==> config.mk <==
export PLATFORM = sky130hd
export DESIGN_NAME = hv_fold_scheduler
export DESIGN_NICKNAME = d
export VERILOG_FILES = /design/src/rtl/hv_fold_scheduler.sv
export SDC_FILE = /design/constraint.sdc
export NUM_CORES = 1
export LEC_CHECK = 0
export CAP_MARGIN = 20
export CORE_MARGIN = 8
export CORE_UTILIZATION = 39
export CTS_CLUSTER_SIZE = 14
export DETAILED_ROUTE_END_ITERATION = 8
export GPL_TIMING_DRIVEN = 0
export SLEW_MARGIN = 15
export SYNTH_ARGS = -nofsm -noshare
export SYNTH_HDL_FRONTEND = slang
export SYNTH_SLANG_ARGS = --single-unit
export TNS_END_PERCENT = 1
==> constraint.sdc <==
create_clock -name clk -period 3.4 [get_ports clk]
set_input_delay 0.68 -clock clk [delete_from_list [all_inputs] [get_ports clk]]
set_output_delay 0.68 -clock clk [all_outputs]
set_load 0.005 [all_outputs]
==> src/rtl/hv_fold_scheduler.sv <==
// hv_fold_scheduler: sequences one feature frame through the folded HV
// datapath (feature latch, fold 0..NUM_FOLDS-1, completed-frame token) and
// enables the associative memory once WARMUP_FRAMES frames have been encoded.
// Optional stall/frame statistics are compiled in with HV_FOLD_STALL_STATS_EN.
module hv_fold_scheduler #(
    parameter int NUM_FOLDS       = 4,
    parameter int NUM_FOLDS_WIDTH = $clog2(NUM_FOLDS),
    parameter int WARMUP_FRAMES   = 3
) (
    input  logic                       clk,
    input  logic                       rst,
    input  logic                       fin_valid,
    output logic                       fin_ready,
    output logic                       feat_load,
    output logic                       fold_valid,
    input  logic                       fold_ready,
    output logic [NUM_FOLDS_WIDTH-1:0] fold_idx,
    output logic                       fold_last,
    output logic                       frame_valid,
    input  logic                       frame_ready,
`ifdef HV_FOLD_STALL_STATS_EN
    output logic [15:0]                stall_cycles,
    output logic [15:0]                frame_count,
`endif
    output logic                       am_en,
    output logic                       busy
);

    typedef enum logic [1:0] {
        S_IDLE = 2'd0,
        S_LOAD = 2'd1,
        S_FOLD = 2'd2,
        S_DONE = 2'd3
    } state_e;

    localparam logic [NUM_FOLDS_WIDTH-1:0] LAST_IDX = NUM_FOLDS_WIDTH'(NUM_FOLDS - 1);
    localparam logic [7:0]                 WARM_TGT = 8'(WARMUP_FRAMES);

    state_e                       r_state;
    state_e                       w_next_state;
    logic                         r_feat_load;
    logic                         r_fold_valid;
    logic [NUM_FOLDS_WIDTH-1:0]   r_fold_idx;
    logic                         r_frame_valid;
    logic                         r_am_en;
    logic                         r_busy;
    logic [7:0]                   r_warm_cnt;

    logic                         w_fold_hs;
    logic                         w_frame_hs;
    logic                         w_at_last;

    // fold_valid is only ever high in FOLD, so fold_ready elsewhere is inert;
    // the same holds for frame_ready outside DONE.
    assign w_fold_hs  = r_fold_valid && fold_ready;
    assign w_frame_hs = r_frame_valid && frame_ready;
    assign w_at_last  = (r_fold_idx == LAST_IDX);

    // No frame can be accepted while the block is held in reset.
    assign fin_ready   = (r_state == S_IDLE) && rst;
    assign fold_last   = r_fold_valid && w_at_last;
    assign feat_load   = r_feat_load;
    assign fold_valid  = r_fold_valid;
    assign fold_idx    = r_fold_idx;
    assign frame_valid = r_frame_valid;
    assign am_en       = r_am_en;
    assign busy        = r_busy;

    // State register.
    // NOTE: sequential state uses non-blocking (<=) so every flop samples
    // pre-edge values regardless of block ordering.
    always_ff @(posedge clk or negedge rst) begin
        if (!rst) begin
            r_state <= S_IDLE;
        end else begin
            r_state <= w_next_state;
        end
    end

    // Next-state decode.
    // NOTE: the default assignment first guarantees no latch on any path.
    always_comb begin
        w_next_state = r_state;
        case (r_state)
            S_IDLE: if (fin_valid)               w_next_state = S_LOAD;
            S_LOAD:                              w_next_state = S_FOLD;
            S_FOLD: if (w_fold_hs && w_at_last)  w_next_state = S_DONE;
            S_DONE: if (w_frame_hs)              w_next_state = S_IDLE;
            default:                             w_next_state = S_IDLE;
        endcase
    end

    // Registered handshake/strobe outputs, derived from the state being entered.
    always_ff @(posedge clk or negedge rst) begin
        if (!rst) begin
            r_feat_load   <= 1'b0;
            r_fold_valid  <= 1'b0;
            r_frame_valid <= 1'b0;
            r_busy        <= 1'b0;
        end else begin
            r_feat_load   <= (w_next_state == S_LOAD);
            r_fold_valid  <= (w_next_state == S_FOLD);
            r_frame_valid <= (w_next_state == S_DONE);
            r_busy        <= (w_next_state != S_IDLE);
        end
    end

    // Fold index: cleared on load, advances per fold handshake, wraps after the last.
    always_ff @(posedge clk or negedge rst) begin
        if (!rst) begin
            r_fold_idx <= '0;
        end else if (r_state == S_LOAD) begin
            r_fold_idx <= '0;
        end else if (r_state == S_FOLD && w_fold_hs) begin
            r_fold_idx <= w_at_last ? '0 : r_fold_idx + 1'b1;
        end
    end

    // Warmup counter saturates at the target; am_en is sticky once reached.
    always_ff @(posedge clk or negedge rst) begin
        if (!rst) begin
            r_warm_cnt <= 8'd0;
            r_am_en    <= 1'b0;
        end else if (w_frame_hs) begin
            if (r_warm_cnt < WARM_TGT) begin
                r_warm_cnt <= r_warm_cnt + 8'd1;
            end
            if (r_warm_cnt + 8'd1 >= WARM_TGT) begin
                r_am_en <= 1'b1;
            end
        end
    end

`ifdef HV_FOLD_STALL_STATS_EN
    logic [15:0] r_stall_cycles;
    logic [15:0] r_frame_count;
    logic        w_stall;

    // A stall is any cycle where this block offers data nobody takes.
    assign w_stall      = (r_fold_valid && !fold_ready) || (r_frame_valid && !frame_ready);
    assign stall_cycles = r_stall_cycles;
    assign frame_count  = r_frame_count;

    // Saturating statistics counters.
    always_ff @(posedge clk or negedge rst) begin
        if (!rst) begin
            r_stall_cycles <= 16'd0;
            r_frame_count  <= 16'd0;
        end else begin
            if (w_stall && r_stall_cycles != 16'hFFFF) begin
                r_stall_cycles <= r_stall_cycles + 16'd1;
            end
            if (w_frame_hs && r_frame_count != 16'hFFFF) begin
                r_frame_count <= r_frame_count + 16'd1;
            end
        end
    end
`endif

endmodule
==> results.yml, run 1 <==
run_status:
  outcome: "complete, no violations"
logic_synthesis:
  synthMuxAreaShare_pct: 0
  synth-adder-area-share_pct: 6.17
  synth_top_area_share_pct: 52.5
  synthArstFlopShare_pct: 100
  ys_seq_area_share_pct: 52.5
  netlist_area_um2: 811
  synth_area_leader_cell: "dfrtp_1"
  synth_cells: 79
  synth_compound_area_share_pct: 12.2
  synth_edf_count: 0
  synth_top_family_by_area: "simple AND/OR/NAND/NOR gates"
  yosys.area_share.simple_pct: 22.7
  synth_cell_types: 28
  synth_xor_area_share_pct: 1.08
  syn_area_per_cell_um2: 10.3
  yosys_warnings: 0
  syn-num-nets: 88
  synthTopCellsByArea: "dfrtp_1 52%, ha_1 6.2%, and2_1 3.9%"
  synth_flop_cell: "dfrtp_1"
  synth-seq-cells: 17
timing:
  rsz0062_at_grt: "no"
  drv_slew: 0
  max_freq_mhz: 328
  tightest_slew_ns: 0.756
  setup_slack_ns: 0.355
  hold_violations: 0
  setup_viol: 0
  slew-limit-headroom_pct: 49.4
  fin_worst_skew_ns: 0.000518
  hold_ws_ns: 0.511
  post-route-period-util_pct: 89.6
  fin_crit_ns: 3.05
  fin_setup_tns_ns: 0
routing:
  drt-initial-drc-count: 16
  routed_wl_um: 1520
  post_drt_wl_per_cell_um: 12.4
  num_vias: 611
  ant_nets: 0
  firstDrtPassIters: 4
  drt-vias-per-instance: 4.97
  drc: 0
clock_network:
  clk_path_buf_depth: 2
  cts_buffers: 3
  clk_pin_slew_ns: 0.09
  cts_resized: 0
  insertion_delay_ns: 0.28
  postCtsSetupBuffers: 0
  cts-root-buf: "clkbuf_4"
  clock-sinks: 17
  postCtsHoldBufs: 0
  ctsHtreeMaxLevel: 1
  cts_tree: "built"
floorplanning:
  die_area_mm2: 0.00379
  start_util_pct: 41.3
  rows: 16
  coreArea_mm2: 0.00196
  die_h_um: 61.6
  pin_count: 14
  die_x_um: 61.6
worst_setup_path:
  rr_endpoint: "r_state[0]$_DFF_PN0_"
  critPathRequiredTime_ns: 2.72
  r2r_cells: 4
  critPathMaxFanout: 18
  crit_type: "in -> out"
  worstSetupEndpoint: "fin_ready"
  critPathLaunchType: "input port"
  r2r_slack_ns: 1.97
  endpoint_kind: "primary output"
  startpoint: "rst"
  crit_arrival_ns: 2.37
  r2r-start: "fold_idx[0]$_DFFE_PN0P_"
power:
  seqPwrFrac_pct: 44.8
  p_comb_share_pct: 40.3
  switchingPower_uw: 241
  pwr-share-clk_pct: 14.9
  p_leak_uw: 0.000455
  p_int_uw: 466
  ir_worst_vdd_uv: 306
  p_sw_share_pct: 34.1
  p_per_area_mw_per_mm2: 707
placement:
  dp_worst_setup_slack_ns: 0.266
  dp_hpwl_um: 1130
  gp_congestion: 0.800
  portBuffers: 13
global_route:
  track_usage_pct: 9.41
  grt_pass1_vias: 587
  antenna_found_initial: 0
  grt_max_degree: 19
  grt_pass1_wl_um: 2680
  grt_overflow: 0
layout:
  diodes: 0
  area_delta_synth_final_pct: 23.5
  drive_above_1_share_pct: 9.38
  fin_nets: 106
run:
  drv_cap: 0
worst_hold_path:
  min_path_type: "reg -> reg"
## cell type report
| type | count | area [um2] |
|---|---|---|
| plain buffers | 8 | 32.5 |
| clock buffers | 4 | 26.3 |
| fillers | 202 | 961 |
| inverters | 3 | 11.3 |
| multi-input cells | 51 | 342 |
| flip-flops and latches | 17 | 425 |
| well taps | 27 | 33.8 |
| repair buffers | 13 | 130 |
## Yosys cell counts, types with 3 or more instances
library cell   n
and2_1         5
nand2_1        5
dfrtp_1       17
o21ai_0        5
ha_1           4
nand3_1        3
clkbuf_1       6
inv_1          3
nor2_1         6
nor3_1         3
## per-layer routing
layer / GRT usage, % / wire length, um / vias to the layer above / share of wire [%]
met5: 0 / 0 / - / 0
met4: 2.92 / 15 / 0 / 0.98
met3: 3.76 / 83 / 2 / 5.4
met2: 14.3 / 672 / 13 / 44
met1: 11.8 / 751 / 288 / 49
li1: - / - / 308 / -
## critical path: stages
cell and delay (ns):
clkdlybuf4s50_1 0.96, and2_1 0.22, clkdlybuf4s50_1 0.50
## state kept, by name, summed over array words and instances, names as in the netlist
name         flops
r_state          2
frame_valid      1
fold_idx         2
r_warm_cnt       8
fold_valid       1
busy             1
am_en            1
feat_load        1
## cell usage in the layout (no fill, tap or decap), drive strengths merged, types with 3 or more instances in the layout
cell,synthesis,final
inv,3,3
and2,5,5
nand3,3,3
clkdlybuf4s50,0,13
dfrtp,17,17
ha,4,4
nor3,4,4
nor2,6,6
o21ai,6,6
nand2,5,5
clkbuf,6,10
## power groups by stage
stage | registers [uW] | logic [uW] | clock network (uW)
after global routing | 328 | 328 | 119
after detailed placement | 321 | 289 | 0
after global placement | 319 | 281 | 0
after floorplan | 313 | 170 | 0
after CTS | 317 | 291 | 112
final | 317 | 285 | 106
## logic make-up after synthesis
family          count (synthesis)
fa+ha+maj                       4
compound gates                 15
flops                          17
xor+xnor                        1
simple gates                   31
buf+inv                        11
## through the flow
| step | util (%) | area (um2) | power, uW | cells |
|---|---|---|---|---|
| after floorplan | - | 811 | 483 | 79 |
| after global placement | 49.7 | 975 | 600 | 119 |
| after detailed placement | 49.7 | 975 | 610 | 119 |
| after CTS | 51.0 | 1000 | 720 | 123 |
| after global routing | 51.0 | 1000 | 775 | 123 |
| final | 51.0 | 1000 | 708 | 123 |
## worst min-delay path by stage
| stage | from | to | cells after the start |
|---|---|---|---|
| global route | r_warm_cnt[4]$_DFFE_PN0P_ | r_warm_cnt[4]$_DFFE_PN0P_ | 1 |
| finish | r_warm_cnt[4]$_DFFE_PN0P_ | r_warm_cnt[4]$_DFFE_PN0P_ | 1 |
| detailed placement | r_warm_cnt[4]$_DFFE_PN0P_ | r_warm_cnt[4]$_DFFE_PN0P_ | 1 |
| floorplan | rst | am_en$_DFFE_PN0P_ | 0 |
| CTS | r_warm_cnt[4]$_DFFE_PN0P_ | r_warm_cnt[4]$_DFFE_PN0P_ | 1 |
| global placement | r_warm_cnt[4]$_DFFE_PN0P_ | r_warm_cnt[4]$_DFFE_PN0P_ | 1 |
Note: power is estimated with default switching activity, not from simulation.
==> run 2, diff against run 1 <==
--- a/config.mk
+++ b/config.mk
@@ -11,6 +11,7 @@
 export CTS_CLUSTER_SIZE = 14
 export DETAILED_ROUTE_END_ITERATION = 8
 export GPL_TIMING_DRIVEN = 0
+export SKIP_LAST_GASP = 1
 export SLEW_MARGIN = 15
 export SYNTH_ARGS = -nofsm -noshare
 export SYNTH_HDL_FRONTEND = slang
==> constraint.sdc (replaced) <==
create_clock -name clk -period 2.5 [get_ports clk]
set_input_delay 0.5 -clock clk [delete_from_list [all_inputs] [get_ports clk]]
set_output_delay 0.5 -clock clk [all_outputs]
set_load 0.005 [all_outputs]
==> results.yml, run 2 (same netlist as run 1, synthesis figures left out) <==
routing:
  ant_nets: 0
  firstDrtPassIters: 4
  drt-initial-drc-count: 16
  drc: 0
  num_vias: 611
  routed_wl_um: 1520
  drt-vias-per-instance: 4.97
  post_drt_wl_per_cell_um: 12.4
global_route:
  grt_pass1_wl_um: 2680
  grt_pass1_vias: 587
  grt_max_degree: 19
  track_usage_pct: 9.41
  antenna_found_initial: 0
  grt_overflow: 0
worst_setup_path:
  critPathMaxFanout: 9
  r2r_slack_ns: 1.07
  crit_slowest_cell: "clkdlybuf4s50_1"
  rr_endpoint: "r_state[0]$_DFF_PN0_"
  endpoint_kind: "primary output"
  r2r-start: "fold_idx[0]$_DFFE_PN0P_"
  worstSetupEndpoint: "fin_ready"
  critPathLaunchType: "flip-flop"
  slowest_delay_ns: 0.50
  crit_type: "reg -> out"
  critPathRequiredTime_ns: 2.00
  crit_arrival_ns: 1.62
  startpoint: "r_state[1]$_DFF_PN0_"
  cp_cell_sequence: "buf_2 > nor2_1 > and2_1 > clkdlybuf4s50_1"
  r2r_cells: 4
clock_network:
  insertion_delay_ns: 0.28
  clock-sinks: 17
  postCtsHoldBufs: 0
  cts_buffers: 3
  clk_pin_slew_ns: 0.09
  ctsHtreeMaxLevel: 1
  cts_tree: "built"
  postCtsSetupBuffers: 0
  cts-root-buf: "clkbuf_4"
  clk_path_buf_depth: 2
layout:
  fin_nets: 106
  final_cell_mix: "17 x dfrtp_1, 12 x clkdlybuf4s50_1, 7 x clkbuf_1"
  final_area_um2: 996
  largest_reg_flops: 8
  top_register: "r_warm_cnt"
  diodes: 0
  drive_above_1_share_pct: 10.4
  final_util_pct: 50.8
  final_common_cell: "dfrtp_1"
  area_delta_synth_final_pct: 22.8
timing:
  post-route-period-util_pct: 85.0
  fin_crit_ns: 2.12
  setup_viol: 0
  hold_violations: 0
  drv_slew: 0
  fin_setup_tns_ns: 0
  max_freq_mhz: 471
  fin_worst_skew_ns: 0.000518
  slew-limit-headroom_pct: 71.8
  tightest_slew_ns: 0.423
  rsz0062_at_grt: "no"
floorplanning:
  die_h_um: 61.6
  start_util_pct: 41.3
  coreArea_mm2: 0.00196
  rows: 16
  pin_count: 14
  die_area_mm2: 0.00379
  die_x_um: 61.6
power:
  p_leak_uw: 0.000456
  ir_worst_vdd_uv: 416
  p_per_area_mw_per_mm2: 965
run_status:
  outcome: "complete, no violations"
placement:
  place_area_um2: 975
  dp_hpwl_um: 1130
  gp_congestion: 0.800
  portBuffers: 13
run:
  drv_cap: 0
worst_hold_path:
  min_path_type: "in -> async"
## run 2: layout make-up
cell class	count	area [um2]
plain buffers	8	32.5
clock buffers	4	26.3
fillers	202	966
inverters	3	11.3
multi-input cells	51	342
flip-flops and latches	17	425
well taps	27	33.8
repair buffers	13	125
## run 2: what timing repair did
action / in CTS / in global routing
gates resized for setup: 1 / 2
pin swaps: 0 / 0
gates cloned: 0 / 0
setup endpoints to repair: 1 / 1
hold endpoints to repair: 0 / 0
## run 2: critical path, delay by kind of cell (launching register included)
family                 cells  cell delay, ns
buffers and inverters      2            0.67
DFF                        1            0.38
and+or+nand+nor            2            0.30
## run 2: how the worst min path moves through the flow
stage / endpoint / slack (ns) / from / cells after the start
global placement: r_warm_cnt[4]$_DFFE_PN0P_ / 0.49 / r_warm_cnt[4]$_DFFE_PN0P_ / 1
CTS: r_warm_cnt[2]$_DFFE_PN0P_ / 0.41 / rst / 1
floorplan: am_en$_DFFE_PN0P_ / 0.20 / rst / 0
finish: r_warm_cnt[3]$_DFFE_PN0P_ / 0.13 / rst / 1
global route: r_warm_cnt[2]$_DFFE_PN0P_ / 0.16 / rst / 1
detailed placement: r_warm_cnt[4]$_DFFE_PN0P_ / 0.50 / r_warm_cnt[4]$_DFFE_PN0P_ / 1
## run 2: metal layers
| layer | global-route usage [%] | share of wire (%) | vias to the layer above |
|---|---|---|---|
| li1 | - | - | 308 |
| met1 | 11.8 | 49 | 288 |
| met2 | 14.3 | 44 | 13 |
| met3 | 3.76 | 5.5 | 2 |
| met4 | 2.92 | 0.99 | 0 |
| met5 | 0 | 0 | - |
## run 2: stage by stage
| step | hold WS, ns | cells | total power, uW | setup WS, ns |
|---|---|---|---|---|
| 2_1_floorplan | 0.204 | 79 | 657 | 1.18 |
| 3_3_place_gp | 0.485 | 119 | 817 | -0.269 |
| 3_5_place_dp | 0.498 | 119 | 830 | -0.274 |
| 4_1_cts | 0.413 | 123 | 979 | 0.00559 |
| 5_1_grt | 0.162 | 123 | 1050 | 0.263 |
| 6_report | 0.130 | 123 | 961 | 0.375 |
## run 2: power breakdown
part / switching (uW) / internal (uW) / leakage (uW)
logic: 165 / 221 / 0.000224
clock network: 81.5 / 62.0 / 0.0000150
registers: 81.2 / 350 / 0.000216
==> run 3, diff against run 2 <==
==> constraint.sdc (replaced) <==
create_clock -name clk -period 2.03 [get_ports clk]
set_input_delay 0.406 -clock clk [delete_from_list [all_inputs] [get_ports clk]]
set_output_delay 0.406 -clock clk [all_outputs]
set_load 0.005 [all_outputs]
==> results.yml, run 3 (same netlist as run 1, synthesis figures left out) <==
timing:
  setup_slack_ns: 0.0678
  post-route-period-util_pct: 96.7
  max_freq_mhz: 510
  setup_viol: 0
  hold_ws_ns: 0.0241
  fin_setup_tns_ns: 0
  fin_worst_skew_ns: 0.000601
  drv_slew: 0
  hold_violations: 0
  fin_crit_ns: 1.96
  rsz0062_at_grt: "yes"
  slew-limit-headroom_pct: 74.7
  tightest_slew_ns: 0.379
global_route:
  track_usage_pct: 9.37
  grt_max_degree: 19
  grt_pass1_wl_um: 2660
  antenna_found_initial: 0
  grt_overflow: 0
  grt_pass1_vias: 584
routing:
  firstDrtPassIters: 4
  drt-vias-per-instance: 4.98
  drc: 0
  routed_wl_um: 1520
  num_vias: 613
  drt-initial-drc-count: 17
  ant_nets: 0
  post_drt_wl_per_cell_um: 12.3
layout:
  final_common_cell: "dfrtp_1"
  largest_reg_flops: 8
  final_util_pct: 51.3
  final_cell_mix: "17 x dfrtp_1, 12 x clkdlybuf4s50_1, 7 x clkbuf_1"
  fin_nets: 106
  top_register: "r_warm_cnt"
  area_delta_synth_final_pct: 24.1
  diodes: 0
  drive_above_1_share_pct: 11.5
worst_setup_path:
  endpoint_kind: "primary output"
  crit_slowest_cell: "dfrtp_1"
  slowest_delay_ns: 0.44
  critPathMaxFanout: 5
  crit_arrival_ns: 1.56
  cp_top_family: "flip-flops"
  critPathRequiredTime_ns: 1.62
  cp_cell_sequence: "ha_1 > and2_1 > clkdlybuf4s50_1"
  crit_type: "reg -> out"
  cp_num_buf_inv: 1
  critPathLaunchType: "flip-flop"
floorplanning:
  start_util_pct: 41.3
  coreArea_mm2: 0.00196
  die_area_mm2: 0.00379
  die_h_um: 61.6
  rows: 16
  die_x_um: 61.6
  pin_count: 14
power:
  p_leak_uw: 0.000457
  ir_worst_vdd_uv: 522
  p_per_area_mw_per_mm2: 1200
  p_total_uw: 1200
placement:
  portBuffers: 13
  dp_worst_setup_slack_ns: -0.556
  gp_congestion: 0.800
  dp_hpwl_um: 1130
clock_network:
  clock-sinks: 17
  clk_pin_slew_ns: 0.09
  cts_buffers: 3
  cts-root-buf: "clkbuf_4"
  clk_path_buf_depth: 2
  cts_tree: "built"
  insertion_delay_ns: 0.28
  ctsHtreeMaxLevel: 1
  postCtsHoldBufs: 0
run_status:
  outcome: "complete, no violations"
run:
  drv_cap: 0
worst_hold_path:
  min_path_type: "in -> async"
run 3: changes by cell type in the layout (fill, tap and decap cells not counted), sizes merged:
cell    previous run  this run
clkbuf            11        10
buf                2         3
run 3: path summary, 6_finish.rpt:
check                      slack (ns)                        end                 startpoint  cells past startpoint
min reg2reg                      0.51  r_warm_cnt[4]$_DFFE_PN0P_  r_warm_cnt[4]$_DFFE_PN0P_                      1
min in group clk                 0.51  r_warm_cnt[4]$_DFFE_PN0P_  r_warm_cnt[4]$_DFFE_PN0P_                      1
max reg2reg                      0.60       r_state[0]$_DFF_PN0_    fold_idx[0]$_DFFE_PN0P_                      4
min                              0.02  r_warm_cnt[3]$_DFFE_PN0P_                        rst                      1
max in group asynchronous        1.73             busy$_DFF_PN0_                        rst                      1
max                              0.07                  fold_last    fold_idx[0]$_DFFE_PN0P_                      3
run 3: routing by layer:
metal | share of wire (%) | wire, um | global-route usage (%) | vias to the layer above
met5 | 0 | 0 | 0 | -
met4 | 0.99 | 15 | 2.92 | 0
met3 | 5.5 | 83 | 3.76 | 2
met2 | 45 | 676 | 14.2 | 13
met1 | 49 | 741 | 11.8 | 290
li1 | - | - | - | 308
run 3: timing repair:
action,4_1_cts,5_1_grt
buffers inserted,0,0
endpoints found under the setup margin,1,2
resized for setup,4,5
run 3: where the power goes:
part           internal [uW]  switching [uW]
logic                    282             208
clock network           76.3             101
registers                431             105
run 3: final cells by class:
cell class / count / area (um2)
Timing Repair Buffer: 13 / 125
Tap cell: 27 / 33.8
Clock buffer: 4 / 26.3
Buffer: 8 / 35.0
Fill cell: 201 / 956
Inverter: 3 / 11.3
Multi-Input combinational cell: 51 / 349
Sequential cell: 17 / 425
run 3: stage by stage:
step	area, um2	cells
final	1010	123
after global routing	1010	123
after CTS	1000	123
after detailed placement	975	119
after global placement	975	119
after floorplan	811	79
==> RTL change 1, RTL diff (flow settings as in run 2) <==
Add a define of `HV_FOLD_STALL_STATS_EN`.
--- a/src/rtl/hv_fold_scheduler.sv
+++ b/src/rtl/hv_fold_scheduler.sv
@@ -3,4 +3,6 @@
 // enables the associative memory once WARMUP_FRAMES frames have been encoded.
 // Optional stall/frame statistics are compiled in with HV_FOLD_STALL_STATS_EN.
+`define HV_FOLD_STALL_STATS_EN
+
 module hv_fold_scheduler #(
     parameter int NUM_FOLDS       = 4,
Check against the original RTL (old outputs only; new: frame_count and stall_cycles): equivalent (Yosys induction, for registers that start in step).
==> RTL change 1 against run 2 <==
Area after synthesis increased to 2.8 times the old value; final area increased to 3.0 times the old value; clock skew increased by 0.0095 ns; critical path type unchanged; total power increased to 2.6 times the old value; hold slack improved by 0.0059 ns; core utilization increased by 0.51 points; setup slack got worse by 0.044 ns; wire length increased to 3.0 times the old value; sequential cell count increased by 32.
==> RTL change 1: results (changes against run 2) <==
- Htree depth: 2 (+1)
- Post-synth net total: 218 (+150%)
- Root Driver: clkbuf_8
- Hold Path Class: in -> async
- Status: finished clean
- Share of cells above drive strength 1: 6.87% (-3.5 points)
- Net Sw Power: 0.757 mW (+130%)
- Lkg Pwr: 1.28 nW (+180%)
- Port-buffer cells: 45 (+32)
- Number of global-route vias before repair: 1,699 (+190%)
- Crit path from: r_state[0]
- Post-CTS setup repair buffer count: 0 (unchanged)
- Worst Tran Pin Value: 0.589 ns (+0.166 ns)
- Worst Path Arrival: 1.67 ns (+0.05 ns)
- Power Clock: 0.584 mW (+310%)
- Reg-to-reg critical path startpoint: stall_cycles[0]
- Gr usage total: 11.6% (+2.2 points)
- Drt initial violations: 25 (+9)
- DPL Wire Length: 3480 um (+210%)
- Initial DRT Pass Iterations: 4 (unchanged)
- Avg WL per Cell: 13.7 um (+11%)
- Top cells by count, synth: dfrtp_1 (49), xnor2_1 (24), nand3_1 (20)
- Tot Pwr: 2.50 mW (+160%)
- Gate power share: 31.7% (-8.5 points)
- Largest net degree at the start of global routing: 33 (+14)
- Clk buf depth: 2 (unchanged)
- GP Congestion: 0.781 (-2.4%)
- Clk_skew: 0.00997 ns (+0.00945 ns)
- Vias per cell: 4.93 (-0.78%)
- Yosys warns: 0 (unchanged)
- Worst Setup Slack post-DPL: 0.272 ns (+0.546 ns)
- First-pass GRT wire length: 7980 um (+200%)
- Gate Count Post-Synth: 208 (+160%)
- Resize count post-CTS: 0 (-1)
- Clock transition at path regs: 0.09 ns (about the same)
- Worst-skew pair later-pin latency: 0.30 ns (+0.02 ns)
- Final nets: 271 (+160%)
- Synth top area cells: dfrtp_1 (54%), xnor2_1 (9.2%), nand3_1 (4.4%)
- Netlist cell types: 37 (+32%)
- # placed instances: 329 (+180%)
- Non-Filler Instances: 337 (+170%)
- Area of placed instances: 0.00284 mm^2 (+190%)
- Sequential fraction of the synthesis area: 53.7% (+1.2 points)
- Synth top area share: 53.7% (+1.2 points)
- Worst vdd ir: 0.000438 V (+5.2%)
- TritonCTS buffer count: 5 (+2)
==> RTL change 1: layout make-up <==
| class | instances | area [um^2] |
|---|---|---|
| Fill cell | 572 | 2820 |
| Clock buffer | 6 | 82.6 |
| Timing Repair Buffer | 46 | 465 |
| Tap cell | 75 | 93.8 |
| Sequential cell | 49 | 1230 |
| Buffer | 8 | 30.0 |
| Clock inverter | 2 | 37.5 |
| Multi-Input combinational cell | 145 | 1010 |
| Inverter | 6 | 22.5 |
==> RTL change 1: critical path, delay by kind of cell (launching register included) <==
family | cells | cell delay [ns]
AND/OR/NAND/NOR | 2 | 0.31
flip-flops | 1 | 0.36
buffers and inverters | 2 | 0.69
==> RTL change 1: worst paths after layout <==
check                           slack, ns  cells after the start          endpoint
worst max register to register       0.54                      5   stall_cycles[1]
worst min register to register       0.49                      1             am_en
max in group asynchronous            1.84                      2  stall_cycles[14]
worst max-delay path                 0.33                      4         fin_ready
worst min-delay path                 0.14                      1         feat_load
min in group clk                     0.49                      1             am_en
==> RTL change 1: metal layers <==
| layer | global-route usage [%] | routed length, um |
|---|---|---|
| met1 | 13.9 | 2130 |
| met5 | 0 | 0 |
| met3 | 3.96 | 230 |
| met4 | 4.03 | 58 |
| met2 | 18.8 | 2190 |
==> RTL change 1: cell families (layout without fill, tap and decap cells) <==
| group | count (synthesis) | after routing | share of synthesized area (%) |
|---|---|---|---|
| mux | 2 | 2 | 1.15 |
| xor+xnor | 31 | 31 | 11.9 |
| buf+inv | 14 | 68 | 2.30 |
| compound gates | 20 | 20 | 6.85 |
| flops | 49 | 49 | 53.7 |
| simple gates | 87 | 87 | 21.4 |
| fa+ha+maj | 5 | 5 | 2.74 |
==> RTL change 2, RTL diff (settings of run 2) <==
Made on the original files. Encoding of `state_e`: now one-hot (4 bits for 4 states).
--- a/src/rtl/hv_fold_scheduler.sv
+++ b/src/rtl/hv_fold_scheduler.sv
@@ -27,9 +27,9 @@
 );
 
-    typedef enum logic [1:0] {
-        S_IDLE = 2'd0,
-        S_LOAD = 2'd1,
-        S_FOLD = 2'd2,
-        S_DONE = 2'd3
+    typedef enum logic [3:0] {
+        S_IDLE = 4'b0001,
+        S_LOAD = 4'b0010,
+        S_FOLD = 4'b0100,
+        S_DONE = 4'b1000
     } state_e;
 
Formal check against the unedited RTL: same outputs for any inputs over 10 cycles, from zero or initial values and one cycle with rst low; not proved beyond that.
==> RTL change 2 against run 2 <==
Synthesized cell count grew 5.1%; die area grew 7.9%; total power shrank 21%; wire length grew 5.9%; sequential cell count grew 2; critical path type unchanged; final area grew 9.5%; setup slack lost 0.18 ns; final cell count grew 4.1%; area after synthesis grew 11%; clock skew grew 0.0055 ns; core utilization shrank 0.97 points; register-to-register slack lost 0.08 ns.
==> RTL change 2: results (changes against run 2) <==
- Status: finished clean
- Worst Setup Slack post-DPL: -0.325 ns (-0.0505 ns)
- Synth Area per Inst: 10.8 um^2 (+5.5%)
- Drt initial violations: 19 (+3)
- Grt met2 use: 12.9% (-1.4 points)
- # fillers: 206 (+2.0%)
- Reg-to-reg critical path startpoint: r_warm_cnt[0]
- First-pass GRT wire length: 2690 um (+0.52%)
- GR Util met3: 3.66% (-0.099 points)
- Met1 wire length: 738 um (-1.3%)
- Compound-gate portion of the synthesized area: 13.4% (+1.2 points)
- Post-Synth XOR/XNOR Area: 2.92% (+1.8 points)
- Largest net degree at the start of global routing: 21 (+2)
- Crit Path Max Fanout: 7 (-2)
- Worst r2r path cells: 5 (+1)
- DPL Wire Length: 1210 um (+6.6%)
- Resize count post-CTS: 3 (+2)
- Area of placed instances: 0.00106 mm^2 (+9.1%)
- Synth top area cells: dfrtp_1 (50%), ha_1 (5.6%), and2_1 (3.5%)
- CP delay by family, top: simple AND/OR/NAND/NOR gates
- Sequential fraction of the synthesis area: 53.1% (+0.59 points)
- Worst Path Arrival: 1.81 ns (+0.19 ns)
- Vias per cell: 5.05 (+1.8%)
- R2r endpoint: am_en
- Worst vdd ir: 0.000403 V (-3.2%)
- Lkg Pwr: 0.465 nW (+2.2%)
- WL met3: 116 um (+40%)
- Crit path from: r_state[3]
- Register area: 477 um^2 (+12%)
- Avg WL per Cell: 12.6 um (+1.8%)
- Post-synth net total: 92 (+4.5%)
- Gr usage total: 8.19% (-1.2 points)
- Top cells by count, synth: dfrtp_1 (18), clkbuf_1 (6), and2_1 (5), nand2_1 (5)
- Netlist cell types: 31 (+11%)
- Mux cell area share after synthesis: 1.11% (+1.1 points)
- Adder-Cell Fraction of Synth Area: 5.57% (-0.60 points)
- Clock transition at path regs: 0.11 ns (+0.02 ns)
- Fin Hold WS: 0.235 ns (+0.105 ns)
- Met1 Use GR: 8.84% (-3.0 points)
## RTL change 2: changes by cell type in the layout (fill, tap and decap cells not counted), sizes merged, moves of 2 or more
cell	before	now
a21oi	1	4
nand3	3	0
nor2	6	3
a22o	2	0
a311oi	0	2
buf	2	0
## RTL change 2: logic make-up after synthesis
| group | Yosys count |
|---|---|
| adder cells (fa/ha/maj) | 4 |
| multiplexers | 1 |
| XOR/XNOR | 3 |
| AO/OA/AOI/OAI | 19 |
| AND/OR/NAND/NOR | 28 |
| buffers and inverters | 9 |
| flip-flops | 19 |
## RTL change 2: power by group
| group | switching, mW | internal [mW] |
|---|---|---|
| registers | 0.0545 | 0.359 |
| logic | 0.0796 | 0.118 |
| clock network | 0.0899 | 0.0620 |
## RTL change 2: final cells by class
class | count | share of cell area [%]
Buffer | 6 | 2.06
Clock buffer | 4 | 2.41
Inverter | 3 | 1.03
Multi-Input combinational cell | 55 | 35.6
Sequential cell | 19 | 43.7
Tap cell | 28 | 3.21
Timing Repair Buffer | 13 | 12.0
